### src/rtl/seq_mux_pkg.sv
// rtl/seq_mux_pkg.sv - shared state encoding and default sizes for the project mux
package seq_mux_pkg;

  typedef enum logic [1:0] {IDLE, GUARD, ACTIVE} mux_state_t;

  localparam int DEF_N_PROJ    = 24;
  localparam int DEF_ADDR_W    = 5;
  localparam int DEF_IW_W      = 18;
  localparam int DEF_OW_W      = 24;
  localparam int DEF_GUARD_CYC = 2;

endpackage

### src/rtl/mux_onehot_dec.sv
// rtl/mux_onehot_dec.sv - address plus valid to one-hot project vector
module mux_onehot_dec #(
  parameter int ADDR_W = 5,
  parameter int N_PROJ = 24
) (
  input  logic [ADDR_W-1:0] addr,
  input  logic              valid,
  output logic [N_PROJ-1:0] onehot
);

  // Addresses at or above N_PROJ match no slot and yield all zeros.
  always_comb begin
    onehot = '0;
    for (int k = 0; k < N_PROJ; k++) begin
      if (valid && (addr == ADDR_W'(k))) onehot[k] = 1'b1;
    end
  end

endmodule

### src/rtl/seq_project_mux.sv
// rtl/seq_project_mux.sv - clocked project mux with guard interval on every switch
module seq_project_mux
  import seq_mux_pkg::*;
#(
  parameter int N_PROJ    = DEF_N_PROJ,
  parameter int ADDR_W    = DEF_ADDR_W,
  parameter int IW_W      = DEF_IW_W,
  parameter int OW_W      = DEF_OW_W,
  parameter int GUARD_CYC = DEF_GUARD_CYC
) (
  input  logic                   clk,
  input  logic                   rst_n,
  input  logic                   ena,
  input  logic [ADDR_W-1:0]      addr_in,
  input  logic                   addr_load,
  input  logic [IW_W-1:0]        iw,
  output logic [OW_W-1:0]        ow,
  output logic [N_PROJ-1:0]      proj_ena,
  output logic [N_PROJ*IW_W-1:0] proj_iw,
  input  logic [N_PROJ*OW_W-1:0] proj_ow,
  output logic [ADDR_W-1:0]      sel_addr,
  output logic                   busy,
  output logic                   addr_err
);

  localparam int CNT_W = (GUARD_CYC > 1) ? $clog2(GUARD_CYC) : 1;
  localparam logic [CNT_W-1:0]  CNT_LOAD = CNT_W'(GUARD_CYC - 1);
  localparam logic [ADDR_W:0]   LIMIT    = (ADDR_W+1)'(N_PROJ);

  mux_state_t        state, state_nxt;
  logic [CNT_W-1:0]  cnt, cnt_nxt;
  logic [ADDR_W-1:0] sel_nxt;
  logic              err_nxt;
  logic              legal;
  logic [N_PROJ-1:0] ena_nxt;
  logic [N_PROJ-1:0] iw_gate;

  assign legal = ({1'b0, addr_in} < LIMIT);

  always_comb begin
    state_nxt = state;
    cnt_nxt   = cnt;
    sel_nxt   = sel_addr;
    err_nxt   = 1'b0;
    if (!ena) begin
      state_nxt = IDLE;
    end else if (addr_load && !legal) begin
      err_nxt   = 1'b1;
      state_nxt = IDLE;
    end else if (addr_load && !(state == ACTIVE && addr_in == sel_addr)) begin
      sel_nxt   = addr_in;
      state_nxt = GUARD;
      cnt_nxt   = CNT_LOAD;
    end else if (state == GUARD) begin
      if (cnt == '0) state_nxt = ACTIVE;
      else           cnt_nxt   = cnt - 1'b1;
    end
  end

  // Enables are decoded from the next state so they change on the same edge as busy.
  mux_onehot_dec #(.ADDR_W(ADDR_W), .N_PROJ(N_PROJ)) u_dec_ena (
    .addr   (sel_nxt),
    .valid  (state_nxt == ACTIVE),
    .onehot (ena_nxt)
  );

  mux_onehot_dec #(.ADDR_W(ADDR_W), .N_PROJ(N_PROJ)) u_dec_iw (
    .addr   (sel_addr),
    .valid  (state == ACTIVE),
    .onehot (iw_gate)
  );

  for (genvar k = 0; k < N_PROJ; k++) begin : g_iw
    assign proj_iw[k*IW_W +: IW_W] = iw_gate[k] ? iw : '0;
  end

  always_ff @(posedge clk) begin
    if (!rst_n) begin
      state    <= IDLE;
      cnt      <= '0;
      sel_addr <= '0;
      proj_ena <= '0;
      ow       <= '0;
      busy     <= 1'b0;
      addr_err <= 1'b0;
    end else begin
      state    <= state_nxt;
      cnt      <= cnt_nxt;
      sel_addr <= sel_nxt;
      proj_ena <= ena_nxt;
      ow       <= (state == ACTIVE) ? proj_ow[int'(sel_addr)*OW_W +: OW_W] : '0;
      busy     <= (state_nxt == GUARD);
      addr_err <= err_nxt;
    end
  end

endmodule

### config.mk
export PLATFORM = sky130hd
export DESIGN_NAME = seq_project_mux
export DESIGN_NICKNAME = d
export VERILOG_FILES = /design/src/rtl/seq_mux_pkg.sv /design/src/rtl/mux_onehot_dec.sv /design/src/rtl/seq_project_mux.sv
export SDC_FILE = /design/constraint.sdc
export NUM_CORES = 1
export LEC_CHECK = 0
export CAP_MARGIN = 20
export CORE_AREA = 4 4 420 422
export CTS_CLUSTER_DIAMETER = 150
export DETAILED_ROUTE_END_ITERATION = 7
export DIE_AREA = 0 0 424 426
export PLACE_DENSITY = 0.3
export SLEW_MARGIN = 10
export SYNTH_ARGS = -nofsm -noshare
export SYNTH_HDL_FRONTEND = slang
export SYNTH_SLANG_ARGS = --single-unit
### constraint.sdc
create_clock -name clk -period 4.37 [get_ports clk]
set_clock_uncertainty 0.1 [all_clocks]
set_input_delay 0.6555 -clock clk [delete_from_list [all_inputs] [get_ports clk]]
set_output_delay 0.6555 -clock clk [all_outputs]
set_load 0.005 [all_outputs]
; ---- Yosys cells after proc, flatten, opt, wreduce, memory -nomap -nowiden
; Cells that the tools add are included.
; W data, S select, Z words.
[word_totals]
regBits = 58
latchBits = 0
ram_bits = 0
romBits = 0
wordCells = 206
mem_count = 0
[op_classes]
addsub = 1
mul = 1
div_mod_pow = 0
order_cmp = 1
n_eq_ne = 51
n_shift = 1
mux = 84
bitwise_logic = 1
n_reduce_logical = 59
[op_table]
columns = operator, n
row1 = $shiftx A576 B11 Y24, 1
row2 = $mux W18, 24
row3 = $eq A5 B4 Y1 const B, 16
row4 = $eq A5 B5 Y1 const B, 16
row5 = $mux W1, 52
row6 = $logic_and A1 B1 Y1, 51
row7 = $eq A5 B3 Y1 const B, 8
row8 = $eq A5 B2 Y1 const B, 4
row9 = $mux W5, 3
row10 = $eq A5 B1 Y1 const B, 2
row11 = $logic_not A5 Y1, 2
row12 = $mux W2, 5
row13 = $mul A5 B2 Y7 const B, 1
row14 = $eq A5 B5 Y1, 1
row15 = $lt A5 B5 Y1 const B, 1
row16 = $eq A2 B1 Y1 const B, 2
row17 = $eq A2 B2 Y1 const B, 2
row18 = $reduce_and A2 Y1, 2
row19 = $reduce_and A3 Y1, 1
row20 = $logic_not A1 Y1, 2
row21 = $reduce_bool A2 Y1, 1
row22 = $not A1 Y1, 1
row23 = $sub A1 B1 Y1 const B, 1

; ---- Longest topological paths before layout
; Gate-level depths: netlist of the first run.
[logic_depth]
word_depth = 10
ltp_mapped = 8
mapped_depth_nobuf = 4

; ---- By module
; From an unflattened synthesis of the first run, not the netlist that was laid out.
[hier_totals]
hier_cells = 1166
area_unflattened_um2 = 9736.8
[modules_own_cells]
columns = mod, instances, cells_per_inst, area_each_um2, seq_area_each_um2
row1 = seq_project_mux, 1, 1096, 9369.0, 1161.1
row2 = mux_onehot_dec, 2, 35, 183.9, 0.0

; ---- Worst setup path before layout of the first run
; Ideal clock, no wire load.
[synth_path]
path_kind = register to output
from = reg sel_addr[0]
to = out proj_iw[10]
t_arrival_ns = 1.532
path_slack_ns = 2.083
path_stages_with_launch = 8
path_buffers = 3
path_cell_list = dfxtp_1 > buf_4 > buf_2 > nor2_1 > nand2_2 > nor3_4 > buf_2 > and2_1
[synth_via]
elab_chain_cells = 4
[synth_rtl]
columns = element, line_no
row1 = start: declaration, seq_project_mux.sv:21  ; output logic [ADDR_W-1:0] sel_addr,
row2 = start signal: assignment, seq_project_mux.sv:89  ; sel_addr <= sel_nxt;
row3 = $logic_not A5 Y1, mux_onehot_dec.sv:15  ; if (valid && (addr == ADDR_W'(k))) onehot[k] = 1'b1;
row4 = $logic_and A1 B1 Y1, mux_onehot_dec.sv:15
row5 = $mux W1, mux_onehot_dec.sv:15
row6 = $mux W18, seq_project_mux.sv:74  ; assign proj_iw[k*IW_W +: IW_W] = iw_gate[k] ? iw : '0;
row7 = end: declaration, seq_project_mux.sv:19  ; output logic [N_PROJ*IW_W-1:0] proj_iw,
; No other way between the ends.

; ---- Final worst setup path of the first run
[layout_path]
from = reg state[1]
to = out proj_iw[375]
[layout_via]
elab_chain_cells = 4
[layout_rtl]
columns = element, line_no
row1 = start: declaration, seq_project_mux.sv:30  ; mux_state_t state, state_nxt;
row2 = start signal: assignment, seq_project_mux.sv:87  ; state <= state_nxt;
row3 = $eq A2 B2 Y1, seq_project_mux.sv:69  ; .valid (state == ACTIVE),
row4 = $logic_and A1 B1 Y1, mux_onehot_dec.sv:15
row5 = $mux W1, mux_onehot_dec.sv:15
row6 = $mux W18, seq_project_mux.sv:74
; No other way between the ends.

==> flow_summary.rst, run 1 <==
.. list-table::
   :header-rows: 1

   * - Metric
     - Value
   * - Share of layout cells above drive strength 1
     - 10.2%
   * - Post-Route Hold Slack
     - around 0.44 ns
   * - Family of cells with the greatest summed delay on the critical path
     - simple AND/OR/NAND/NOR gates
   * - Register share of total power
     - 20.7%
   * - Final antenna-violating net count
     - 0
   * - Average routed wire per standard cell
     - 28.2 µm
   * - Number of distinct standard cells referenced by the synthesized netlist
     - 48
   * - CTS buffer count
     - 9
   * - Wire length of the first global-routing pass
     - 158 mm
   * - Largest cells by area after synthesis
     - sky130_fd_sc_hd__and2_1 (28%), sky130_fd_sc_hd__mux4_2 (21%), sky130_fd_sc_hd__mux2i_1 (12%)
   * - Number of hold violations in the final report
     - 0
   * - Relative max-transition margin
     - a little over a third
   * - Post-Syn Area
     - roughly 9600 µm²
   * - CP Capture Type
     - output port
   * - All-Layer GR Usage
     - between 10% and 20%
   * - Count of standard-cell rows
     - 153
   * - Top FF cell, synth
     - sky130_fd_sc_hd__dfxtp_1
   * - Area share of the largest cell type after synthesis
     - 28.4%
   * - Effective utilization at floorplan
     - 5.54%
   * - Worst path depth
     - 6
   * - Largest stage delay on the critical path
     - 0.54 ns
   * - Max frequency
     - about 0.28 GHz
   * - Vias per cell
     - 3.00
   * - Insertion delay of the later-clocked pin in the worst-skew pair
     - 0.39 ns
   * - Post-synth top area cell
     - sky130_fd_sc_hd__and2_1
   * - Post-synth EDFFs
     - 0
   * - H-tree Lvls
     - 3
   * - Clock Tree Root
     - sky130_fd_sc_hd__clkbuf_16
   * - Max-slew violation count
     - 0
   * - Initial DRC Count
     - 620
   * - Global-route congestion overflow total
     - 0
   * - Arrival time of the worst setup path
     - 2.84 ns
   * - Width of the chip
     - 424 µm
   * - Total die area
     - 181,000 µm²
   * - Number of cells traversed by the worst register-to-register path
     - 6
   * - Weighted congestion at the end of routability-driven global placement
     - 0.815
   * - # setup viols final
     - 0
   * - Number of cells produced by synthesis
     - 1,119
   * - Area growth, synth to finish
     - 148%
   * - Critical Setup Path Class
     - register to output port
   * - Tightest Hold Check Type
     - register to register
   * - Logic gate share of total power
     - 46.9%
   * - Clock tree from TritonCTS
     - built
   * - Cell at the slowest stage of the critical path
     - sky130_fd_sc_hd__nor3_4
   * - Register bit total from synthesis
     - 58
   * - Max IR drop VDD
     - 0.000218 V
   * - Core area
     - about 170,000 µm²
   * - Power density relative to cell area
     - 113 nW/µm²
   * - Fraction of power spent switching nets
     - between 30% and 40%
   * - Clock-pin slew reported for the worst setup and hold paths after clock tree synthesis
     - 0.06 ns
   * - Length of the first detailed-routing pass in iterations
     - 4
   * - Maximum Capacitance Violations
     - 0
   * - Sort of element at the start of the critical path
     - register
   * - Outcome
     - completed
   * - Final Critical Period
     - 3.60 ns
   * - WP data required
     - 3.61 ns
   * - Worst-margin pin slew
     - between 0.9 and 1 ns
   * - Sequential area share after synthesis
     - 12.1%
   * - Number of gates resized after cts
     - 0
   * - Number of primary I/O pins
     - ~1,100
   * - Total Neg Setup Slack
     - 0 ns
   * - Antenna violations before repair
     - 89
   * - Hold Path Cell Cnt
     - 2
   * - # port buffers
     - roughly 1,100
   * - Buffers & Inverters on Critical Path
     - 2
   * - Static Leak
     - between 7 and 8 nW
   * - Internal power
     - 0.00176 W
   * - Vias
     - 13,499
   * - Count of yosys warnings during synthesis
     - 0
   * - Maximum number of pins on one net before global-route repair
     - 93
   * - Share of flip-flops with an asynchronous set or reset after synthesis
     - 0%
   * - Post-CTS Hold Buffers
     - 0
   * - RSZ-0062 raised after global routing
     - false
   * - Number of sinks driven by the clock tree
     - 58
   * - Placed wire-length estimate after detailed placement
     - between 100 and 150 mm
   * - Avg Synthesized Cell Area
     - between 8 and 9 µm²
   * - Number of buffers inserted to repair setup after CTS
     - 0
   * - Part of the total power dissipated in the clock network
     - 32.5%
   * - Sw Pwr
     - 0.000917 W
   * - Net count, final
     - 2,758
   * - Height of the die
     - between 400 and 500 µm
   * - Total routed wirelength
     - 127 mm
   * - Synthesized Nets
     - 1,722
   * - Final Power
     - 0.00268 W
   * - Fin crit share
     - 82.3%
   * - Number of global-route vias before repair
     - 14,131
   * - Largest driver fanout on the critical path
     - 10
   * - # DRC
     - 0
   * - Cells traversed along the worst timing path
     - nor2b_1 -> nand3_1 -> nor3_4 -> buf_4 -> and2_1 -> clkdlybuf4s50_1
   * - Max Buffers Root-to-Sink
     - 2
   * - Register-to-register setup slack
     - 1.30 ns
## layout make-up
type	instances	area [µm²]
Clock buffer	9	225
Multi-Input combinational cell	925	7820
Tap cell	2325	2910
Inverter	1	3.75
Clock inverter	7	101
Antenna cell	22	55.1
Sequential cell	58	1170
Fill cell	19724	149000
Timing Repair Buffer	1160	11500
## worst reg2reg max path, stage by stage (launching register included)
cell and delay, ns:
sky130_fd_sc_hd__dfxtp_4 0.62, sky130_fd_sc_hd__buf_12 0.38, sky130_fd_sc_hd__buf_4 0.86, sky130_fd_sc_hd__mux2i_1 0.57, sky130_fd_sc_hd__a22oi_1 0.18, sky130_fd_sc_hd__a31oi_1 0.21, sky130_fd_sc_hd__a21oi_1 0.06
## worst paths after layout
| kind | from | end |
|---|---|---|
| worst min-delay path | cnt | busy |
| worst max-delay path | state[1] | proj_iw[375] |
| worst max register to register | sel_addr[1] | ow[15] |
| worst min register to register | cnt | busy |
## layout by cell type (no fill, tap or decap), drive strengths merged, types with 12 or more instances in the layout
master / Yosys / final
mux2i: 117 / 117
a21oi: 27 / 27
diode: 0 / 22
a211oi: 22 / 22
a221oi: 22 / 22
clkdlybuf4s50: 0 / 1088
a22oi: 40 / 40
mux4: 88 / 88
nor4: 22 / 22
nor3: 12 / 12
buf: 57 / 72
nand2: 33 / 33
nor2: 26 / 26
o22ai: 22 / 22
dfxtp: 58 / 58
and2: 436 / 436
## Yosys cell counts, drive strengths merged, types with 3 or more instances
cell,n
nor3,12
a31oi,8
xnor2,3
mux2i,117
nand2,33
clkbuf,78
nor2b,9
mux4,88
dfxtp,58
nand4,3
nor2,26
nand3b,4
nand3,11
a22oi,40
o22ai,22
a21oi,27
a221oi,22
nor4,22
buf,57
a211oi,22
nand2b,5
and2,436
## metrics by stage
step | cell area (µm²) | cells | utilization [%] | worst slack (ns)
global placement | 23400 | 4468 | 13.5 | 0.676
finish | 23700 | 4507 | 13.7 | 0.772
detailed placement | 23400 | 4468 | 13.5 | 0.631
floorplan | 9590 | 1119 | - | 2.08
global route | 23700 | 4495 | 13.7 | 0.444
CTS | 23700 | 4484 | 13.7 | 0.583
## state kept, by name, indices dropped and copies added, names as in the netlist
signal	cells
sel_addr	5
state	2
ow	24
cnt	1
busy	1
addr_err	1
proj_ena	24
## power groups by stage
stage	sequential (W)	clock [W]	combinational, W
after floorplan	0.000549	0	0.000412
after global placement	0.000566	0	0.00128
after detailed placement	0.000567	0	0.00128
after CTS	0.000555	0.000919	0.00128
after global routing	0.000556	0.000921	0.00133
final	0.000554	0.000870	0.00126
## kinds of logic (layout without fill, tap and decap cells)
| logic type | Yosys count | after routing | synth area share (%) |
|---|---|---|---|
| and+or+nand+nor | 567 | 567 | 36.6 |
| xor gates and xnor gates | 5 | 5 | 0.457 |
| DFF | 58 | 58 | 12.1 |
| AOI/OAI and AO/OA | 148 | 148 | 10.9 |
| buffers and inverters | 136 | 1177 | 7.03 |
| other | 0 | 22 | 0 |
| muxes | 205 | 205 | 32.9 |
## layer usage
metal,global-route usage (%),vias up,part of all wire [%]
met1,13.5,6534,35
met4,4.12,18,2.5
li1,-,6114,-
met5,0,-,0.087
met3,3.54,168,6.2
met2,26.4,665,56
(Power assumes the default switching activity.)
==> run 2, diff against run 1 <==
==> constraint.sdc (replaced) <==
create_clock -name clk -period 3 [get_ports clk]
set_clock_uncertainty 0.1 [all_clocks]
set_input_delay 0.45 -clock clk [delete_from_list [all_inputs] [get_ports clk]]
set_output_delay 0.45 -clock clk [all_outputs]
set_load 0.005 [all_outputs]
==> run 2 against run 1 <==
Power up 48%. Clock-buffer cell count did not move. Via count is 2.0% higher. Largest power group unchanged. Highest routed layer unchanged.
==> flow_summary.rst, run 2 (synthesis results as in run 1) <==
.. list-table::
   :header-rows: 1

   * - Metric
     - Value
   * - Outcome
     - completed
   * - # DRC
     - 0 (unchanged)
   * - Max frequency
     - roughly 0.34 GHz
   * - Relative max-transition margin
     - 46.2% (+11 points)
   * - Weighted congestion at the end of routability-driven global placement
     - 0.845 (+3.7%)
   * - Clock-pin slew reported for the worst setup and hold paths after clock tree synthesis
     - 0.06 ns (about the same)
   * - Global-route congestion overflow total
     - 0 (unchanged)
   * - CTS buffer count
     - 9 (unchanged)
   * - Cells traversed along the worst timing path
     - nor3b_4 -> buf_6 -> nand3_4 -> nor3_4 -> buf_12 -> buf_12 -> and2_1 -> clkdlybuf4s50_1
   * - Number of primary I/O pins
     - 1,090 (unchanged)
   * - Net count, final
     - 2,827 (+2.5%)
   * - Power density relative to cell area
     - 159 nW/µm² (+41%)
   * - Total routed wirelength
     - 127 mm (about the same)
   * - Total Neg Setup Slack
     - 0 ns (unchanged)
   * - Area growth, synth to finish
     - 160%
   * - Largest driver fanout on the critical path
     - 8 (-2)
   * - # setup viols final
     - 0 (unchanged)
   * - Registers with the most flip-flops
     - ow x24, proj_ena x24, sel_addr x5
   * - Vias
     - 13,772 (+2.0%)
   * - Tightest Hold Check Type
     - register to register
   * - Clock tree from TritonCTS
     - built
   * - Wire length of the first global-routing pass
     - 159 mm (+0.64%)
   * - Crit-path most repeated cell
     - sky130_fd_sc_hd__buf_12
   * - Initial DRC Count
     - 636 (+2.6%)
   * - Core area
     - 173,000 µm² (unchanged)
   * - Final Critical Period
     - 2.91 ns
   * - Post-Route Hold Slack
     - 0.456 ns (+0.0119 ns)
   * - Final antenna-violating net count
     - 0 (unchanged)
   * - Effective utilization at floorplan
     - 5.54% (unchanged)
   * - Top library cells by usage in the layout, fill and taps aside
     - sky130_fd_sc_hd__clkdlybuf4s50_1 (1,021), sky130_fd_sc_hd__and2_1 (435), sky130_fd_sc_hd__mux2i_1 (117), sky130_fd_sc_hd__buf_4 (91), sky130_fd_sc_hd__mux4_2 (88)
   * - Vias per cell
     - 3.01 (+0.35%)
   * - # port buffers
     - 1,089 (unchanged)
   * - Count of standard-cell rows
     - 153 (unchanged)
   * - Max IR drop VDD
     - 0.000305 V (+39%)
   * - Area taken by multi-input logic gates
     - 7870 µm² (+0.70%)
   * - Static Leak
     - 8.69 nW (+17%)
   * - Share of layout cells above drive strength 1
     - 13.2% (+3.0 points)
   * - Placed wire-length estimate after detailed placement
     - 110 mm (+0.39%)
   * - Height of the die
     - 426 µm (unchanged)
   * - Clock Tree Root
     - sky130_fd_sc_hd__clkbuf_16
   * - WP data required
     - 2.45 ns (-1.16 ns)
   * - Average routed wire per standard cell
     - 27.7 µm (-1.7%)
   * - Length of the first detailed-routing pass in iterations
     - 5 (+1)
   * - Max Buffers Root-to-Sink
     - 2 (unchanged)
   * - Maximum number of pins on one net before global-route repair
     - 51 (-45%)
   * - Total die area
     - 181,000 µm² (unchanged)
   * - Antenna violations before repair
     - 99 (+11%)
   * - H-tree Lvls
     - 3 (unchanged)
   * - Fin crit share
     - just under 100%
   * - Arrival time of the worst setup path
     - 2.36 ns (-0.48 ns)
   * - Cell at the slowest stage of the critical path
     - sky130_fd_sc_hd__clkdlybuf4s50_1
   * - Width of the chip
     - 424 µm (unchanged)
   * - CP Capture Type
     - output port
   * - All-Layer GR Usage
     - 13.4% (+0.065 points)
   * - Worst-margin pin slew
     - 0.807 ns (-0.160 ns)
   * - Max-slew violation count
     - 0 (unchanged)
   * - Maximum Capacitance Violations
     - 0 (unchanged)
   * - Number of hold violations in the final report
     - 0 (unchanged)
   * - FF/Latch Area
     - 1180 µm² (+0.85%)
   * - Largest stage delay on the critical path
     - 0.56 ns (+0.02 ns)
   * - Number of sinks driven by the clock tree
     - 58 (unchanged)
   * - Most common cell after layout, fill and taps aside
     - sky130_fd_sc_hd__clkdlybuf4s50_1
   * - Number of global-route vias before repair
     - 14,815 (+4.8%)
   * - Insertion delay of the later-clocked pin in the worst-skew pair
     - 0.39 ns (about the same)
   * - Sort of element at the start of the critical path
     - register
   * - Critical Setup Path Class
     - register to output port
   * - RSZ-0062 raised after global routing
     - true
   * - Fillers
     - 19,734 (+0.051%)
## run 2: cell count changes in the layout (fill, tap and decap cells not counted), moves of 3 or more
cell	delta
sky130_fd_sc_hd__nor2_4	+4
sky130_fd_sc_hd__dlygate4sd2_1	+36
sky130_fd_sc_hd__clkdlybuf4s50_1	-67
sky130_fd_sc_hd__dfxtp_4	+3
sky130_fd_sc_hd__diode_2	+6
sky130_fd_sc_hd__buf_4	+22
sky130_fd_sc_hd__dlymetal6s2s_1	+30
sky130_fd_sc_hd__buf_6	+6
sky130_fd_sc_hd__buf_12	+41
sky130_fd_sc_hd__nor2_2	-4
## run 2: power by group
group	switching (W)	internal [W]
sequential	0.0000161	0.000775
combinational	0.000774	0.00113
clock	0.000530	0.000733
## run 2: critical path, delay by kind of cell (launching register included)
family,cells,cell delay [ns]
buffers and inverters,4,1.01
and+or+nand+nor,4,0.57
DFF,1,0.37
## run 2: cell type report
cell class / count / area share (%)
Clock inverter: 7 / 0.407
Tap cell: 2325 / 11.7
Multi-Input combinational cell: 925 / 31.6
Antenna cell: 28 / 0.281
Sequential cell: 58 / 4.75
Inverter: 1 / 0.0151
Timing Repair Buffer: 1229 / 50.4
Clock buffer: 9 / 0.903
## run 2: worst paths after layout
check	startpoint	to	slack (ns)	depth (start not counted)
max reg2reg	sel_addr[1]	ow[14]	0.25	8
min	cnt	busy	0.46	2
min reg2reg	cnt	busy	0.46	2
max	state[1]	proj_iw[63]	0.09	8
## run 2: through the flow
| step | utilization, % | instance area [µm²] | power, W | cells | setup slack [ns] |
|---|---|---|---|---|---|
| CTS | 14.3 | 24700 | 0.00407 | 4550 | 0.00183 |
| detailed placement | 14.0 | 24200 | 0.00273 | 4519 | 0.0296 |
| global route | 14.4 | 24900 | 0.00416 | 4571 | -0.0251 |
| finish | 14.4 | 24900 | 0.00396 | 4582 | 0.0901 |
| global placement | 14.0 | 24200 | 0.00273 | 4519 | -0.00195 |
| floorplan | - | 9590 | 0.00140 | 1119 | 0.918 |
## run 2: what timing repair did
action                                  CTS  global route
endpoints found under the setup margin  398            77
pin swaps                                 2             0
hold buffers                              0             0
gates cloned                              1             0
hold endpoints to repair                  0             0
resized for setup                        52            38
buffers inserted                         14             3
## run 2: layer usage
layer | routed length (µm) | GRT usage [%]
met5 | 166 | 0.403
met4 | 3220 | 4.80
met3 | 8590 | 4.00
met1 | 44200 | 13.4
met2 | 71000 | 26.0
==> run 3, diff against run 2 <==
--- a/config.mk
+++ b/config.mk
@@ -5,7 +5,6 @@
 export SDC_FILE = /design/constraint.sdc
 export NUM_CORES = 1
 export LEC_CHECK = 0
-export CAP_MARGIN = 20
 export CORE_AREA = 4 4 420 422
 export CTS_CLUSTER_DIAMETER = 150
 export DETAILED_ROUTE_END_ITERATION = 7
==> run 3 against run 2 <==
Die area did not move. Fmax is 0.40% higher. Sequential power barely moved. Core utilization about the same. Critical path type unchanged. Critical endpoint is now proj_iw[211].
==> flow_summary.rst, run 3 (synthesis results as in run 1) <==
.. list-table::
   :header-rows: 1

   * - Metric
     - Value
   * - Clock tree from TritonCTS
     - built
   * - Sort of element at the start of the critical path
     - register
   * - Insertion delay of the later-clocked pin in the worst-skew pair
     - 0.39 ns (about the same)
   * - Static Leak
     - 8.69 nW (about the same)
   * - Largest driver fanout on the critical path
     - 15 (+7)
   * - H-tree Lvls
     - 3 (unchanged)
   * - Final Critical Period
     - 2.90 ns (-0.0117 ns)
   * - WHS Endpoint
     - busy
   * - Relative max-transition margin
     - 23.2% (-23 points)
   * - All-Layer GR Usage
     - 13.4% (unchanged)
   * - Area growth, synth to finish
     - 160% (about the same)
   * - Tightest Hold Check Type
     - register to register
   * - Largest stage delay on the critical path
     - 0.52 ns (-0.04 ns)
   * - Number of hold violations in the final report
     - 0 (unchanged)
   * - CP Capture Type
     - output port
   * - Post-CTS Hold Buffers
     - 0 (unchanged)
   * - Critical R2R Launch
     - sel_addr[1]
   * - # DRC
     - 0 (unchanged)
   * - Number of standard cells in the layout, taps in and fillers out
     - 4,581 (-0.022%)
   * - CTS buffer count
     - 9 (unchanged)
   * - Maximum Capacitance Violations
     - 0 (unchanged)
   * - RSZ-0062 raised after global routing
     - true
   * - Part of the total power dissipated in the clock network
     - 31.9% (about the same)
   * - Max Buffers Root-to-Sink
     - 2 (unchanged)
   * - Wire length of the first global-routing pass
     - 159 mm (unchanged)
   * - Max-slew violation count
     - 0 (unchanged)
   * - Hold Path Cell Cnt
     - 2 (unchanged)
   * - Share of layout cells above drive strength 1
     - 13.2% (-0.039 points)
   * - Most common cell after layout, fill and taps aside
     - sky130_fd_sc_hd__clkdlybuf4s50_1
   * - Source of the critical timing path
     - state[1]
   * - Total Neg Setup Slack
     - 0 ns (unchanged)
   * - Clock Tree Root
     - sky130_fd_sc_hd__clkbuf_16
   * - Vias per cell
     - 3.01 (+0.15%)
   * - Fin crit share
     - 96.6% (-0.39 points)
   * - Max frequency
     - 0.345 GHz (+0.40%)
   * - Pre-CTS setup slack
     - 0.0296 ns (unchanged)
   * - Maximum number of pins on one net before global-route repair
     - 51 (unchanged)
   * - Hold wc startpoint
     - cnt
   * - Placed wire-length estimate after detailed placement
     - 110 mm (unchanged)
   * - WP data required
     - 2.45 ns (about the same)
   * - Register-to-register setup slack
     - 0.25 ns (about the same)
   * - Worst-margin pin slew
     - 1.14 ns (+0.338 ns)
   * - Number of global-route vias before repair
     - 14,815 (unchanged)
   * - Count of standard-cell rows
     - 153 (unchanged)
   * - # setup viols final
     - 0 (unchanged)
   * - Initial DRC Count
     - 637 (+0.16%)
   * - Number of cells traversed by the worst register-to-register path
     - 8 (unchanged)
   * - Total die area
     - 181,000 µm² (unchanged)
   * - Fraction of power spent switching nets
     - 33.4% (about the same)
   * - Length of the first detailed-routing pass in iterations
     - 4 (-1)
   * - Max IR drop VDD
     - 0.000305 V (+0.13%)
   * - Terminus of the critical flop-to-flop path
     - ow[14]
   * - Power density relative to cell area
     - 159 nW/µm² (about the same)
   * - Final antenna-violating net count
     - 0 (unchanged)
   * - Internal power
     - 0.00263 W (about the same)
   * - Total routed wirelength
     - 127 mm (about the same)
   * - Arrival time of the worst setup path
     - 2.35 ns (about the same)
   * - Clock-pin slew reported for the worst setup and hold paths after clock tree synthesis
     - 0.06 ns (about the same)
   * - Antenna violations before repair
     - 99 (unchanged)
   * - Register share of total power
     - 20.0% (about the same)
   * - Cell at the slowest stage of the critical path
     - sky130_fd_sc_hd__clkdlybuf4s50_1
   * - Vias
     - 13,789 (+0.12%)
   * - Core area
     - 173,000 µm² (unchanged)
   * - Weighted congestion at the end of routability-driven global placement
     - 0.845 (unchanged)
   * - Count of placed standard cells including taps
     - 4,519 (unchanged)
   * - Family of cells with the greatest summed delay on the critical path
     - buffers and inverters
   * - Final cell area excluding filler cells
     - 24,900 µm² (about the same)
   * - Area of placed instances
     - 24,200 µm² (unchanged)
   * - Worst Setup Slack, final
     - 0.102 ns (+0.0117 ns)
   * - # port buffers
     - 1,089 (unchanged)
   * - Sw Pwr
     - 0.00132 W (about the same)
   * - Height of the die
     - 426 µm (unchanged)
   * - Average routed wire per standard cell
     - 27.8 µm (about the same)
   * - Registers with the most flip-flops
     - ow x24, proj_ena x24, sel_addr x5
   * - Cells traversed along the worst timing path
     - nor3b_4 -> buf_6 -> nand3_4 -> buf_4 -> nor2_2 -> buf_12 -> and2_1 -> clkdlybuf4s50_1
   * - Number of primary I/O pins
     - 1,090 (unchanged)
   * - Effective utilization at floorplan
     - 5.54% (unchanged)
   * - Top library cells by usage in the layout, fill and taps aside
     - sky130_fd_sc_hd__clkdlybuf4s50_1 (1,021), sky130_fd_sc_hd__and2_1 (435), sky130_fd_sc_hd__mux2i_1 (117), sky130_fd_sc_hd__buf_4 (91), sky130_fd_sc_hd__mux4_2 (88)
   * - Global-route congestion overflow total
     - 0 (unchanged)
   * - Logic gate share of total power
     - 48.1% (about the same)
   * - Critical Setup Path Class
     - register to output port
   * - Net count, final
     - 2,826 (-0.035%)
   * - Buffers & Inverters on Critical Path
     - 4 (unchanged)
   * - Outcome
     - completed
   * - Number of sinks driven by the clock tree
     - 58 (unchanged)
   * - Width of the chip
     - 424 µm (unchanged)
## run 3: cell types whose count changed in the layout (fill, tap and decap cells not counted), sizes merged
cell | previous run | this run
buf | 141 | 140
## run 3: stage by stage
stage | hold slack, ns | utilization [%] | total power [W]
final | 0.458 | 14.4 | 0.00396
after global routing | 0.486 | 14.4 | 0.00415
after CTS | 0.454 | 14.3 | 0.00407
after detailed placement | 0.437 | 14.0 | 0.00273
after global placement | 0.460 | 14.0 | 0.00273
after floorplan | 0.390 | - | 0.00140
## run 3: layout make-up
class                      count  area (µm²)
antenna                       28        70.1
clock buffer                   9         225
clock inverter                 7         101
fill                       19735      148000
inverter                       1        3.75
multi-input combinational    925        7870
sequential                    58        1180
tap                         2325        2910
timing repair buffer        1228       12600
## run 3: worst max path at each step
stage,end,depth (start not counted)
after global routing,proj_iw[264],7
final,proj_iw[211],8
after floorplan,proj_iw[10],7
after detailed placement,proj_iw[289],6
after CTS,proj_iw[301],6
after global placement,proj_iw[289],6
## run 3: layer usage
layer | vias to the layer above | wire length (µm) | track usage (%)
li1 | 6273 | - | -
met1 | 6643 | 44400 | 13.4
met2 | 661 | 70700 | 26.0
met3 | 186 | 8420 | 4.00
met4 | 26 | 3520 | 4.80
met5 | - | 166 | 0.403
## run 3: repair_timing
action | CTS | global route
buffers inserted | 14 | 3
setup endpoints to repair | 398 | 77
pin swaps | 2 | 0
gates cloned | 1 | 0
resized for setup | 52 | 38
## run 3: power by group through the flow
| stage | registers [W] | clock network, W | logic, W |
|---|---|---|---|
| floorplan | 0.000800 | 0 | 0.000601 |
| global placement | 0.000816 | 0 | 0.00192 |
| detailed placement | 0.000816 | 0 | 0.00191 |
| CTS | 0.000791 | 0.00134 | 0.00194 |
| global route | 0.000793 | 0.00134 | 0.00202 |
| finish | 0.000791 | 0.00126 | 0.00190 |
## run 3: worst min-delay path, stage by stage (launching register included)
cell and delay [ns]:
sky130_fd_sc_hd__dfxtp_1 0.34, sky130_fd_sc_hd__nand3b_1 0.10, sky130_fd_sc_hd__a21oi_1 0.06
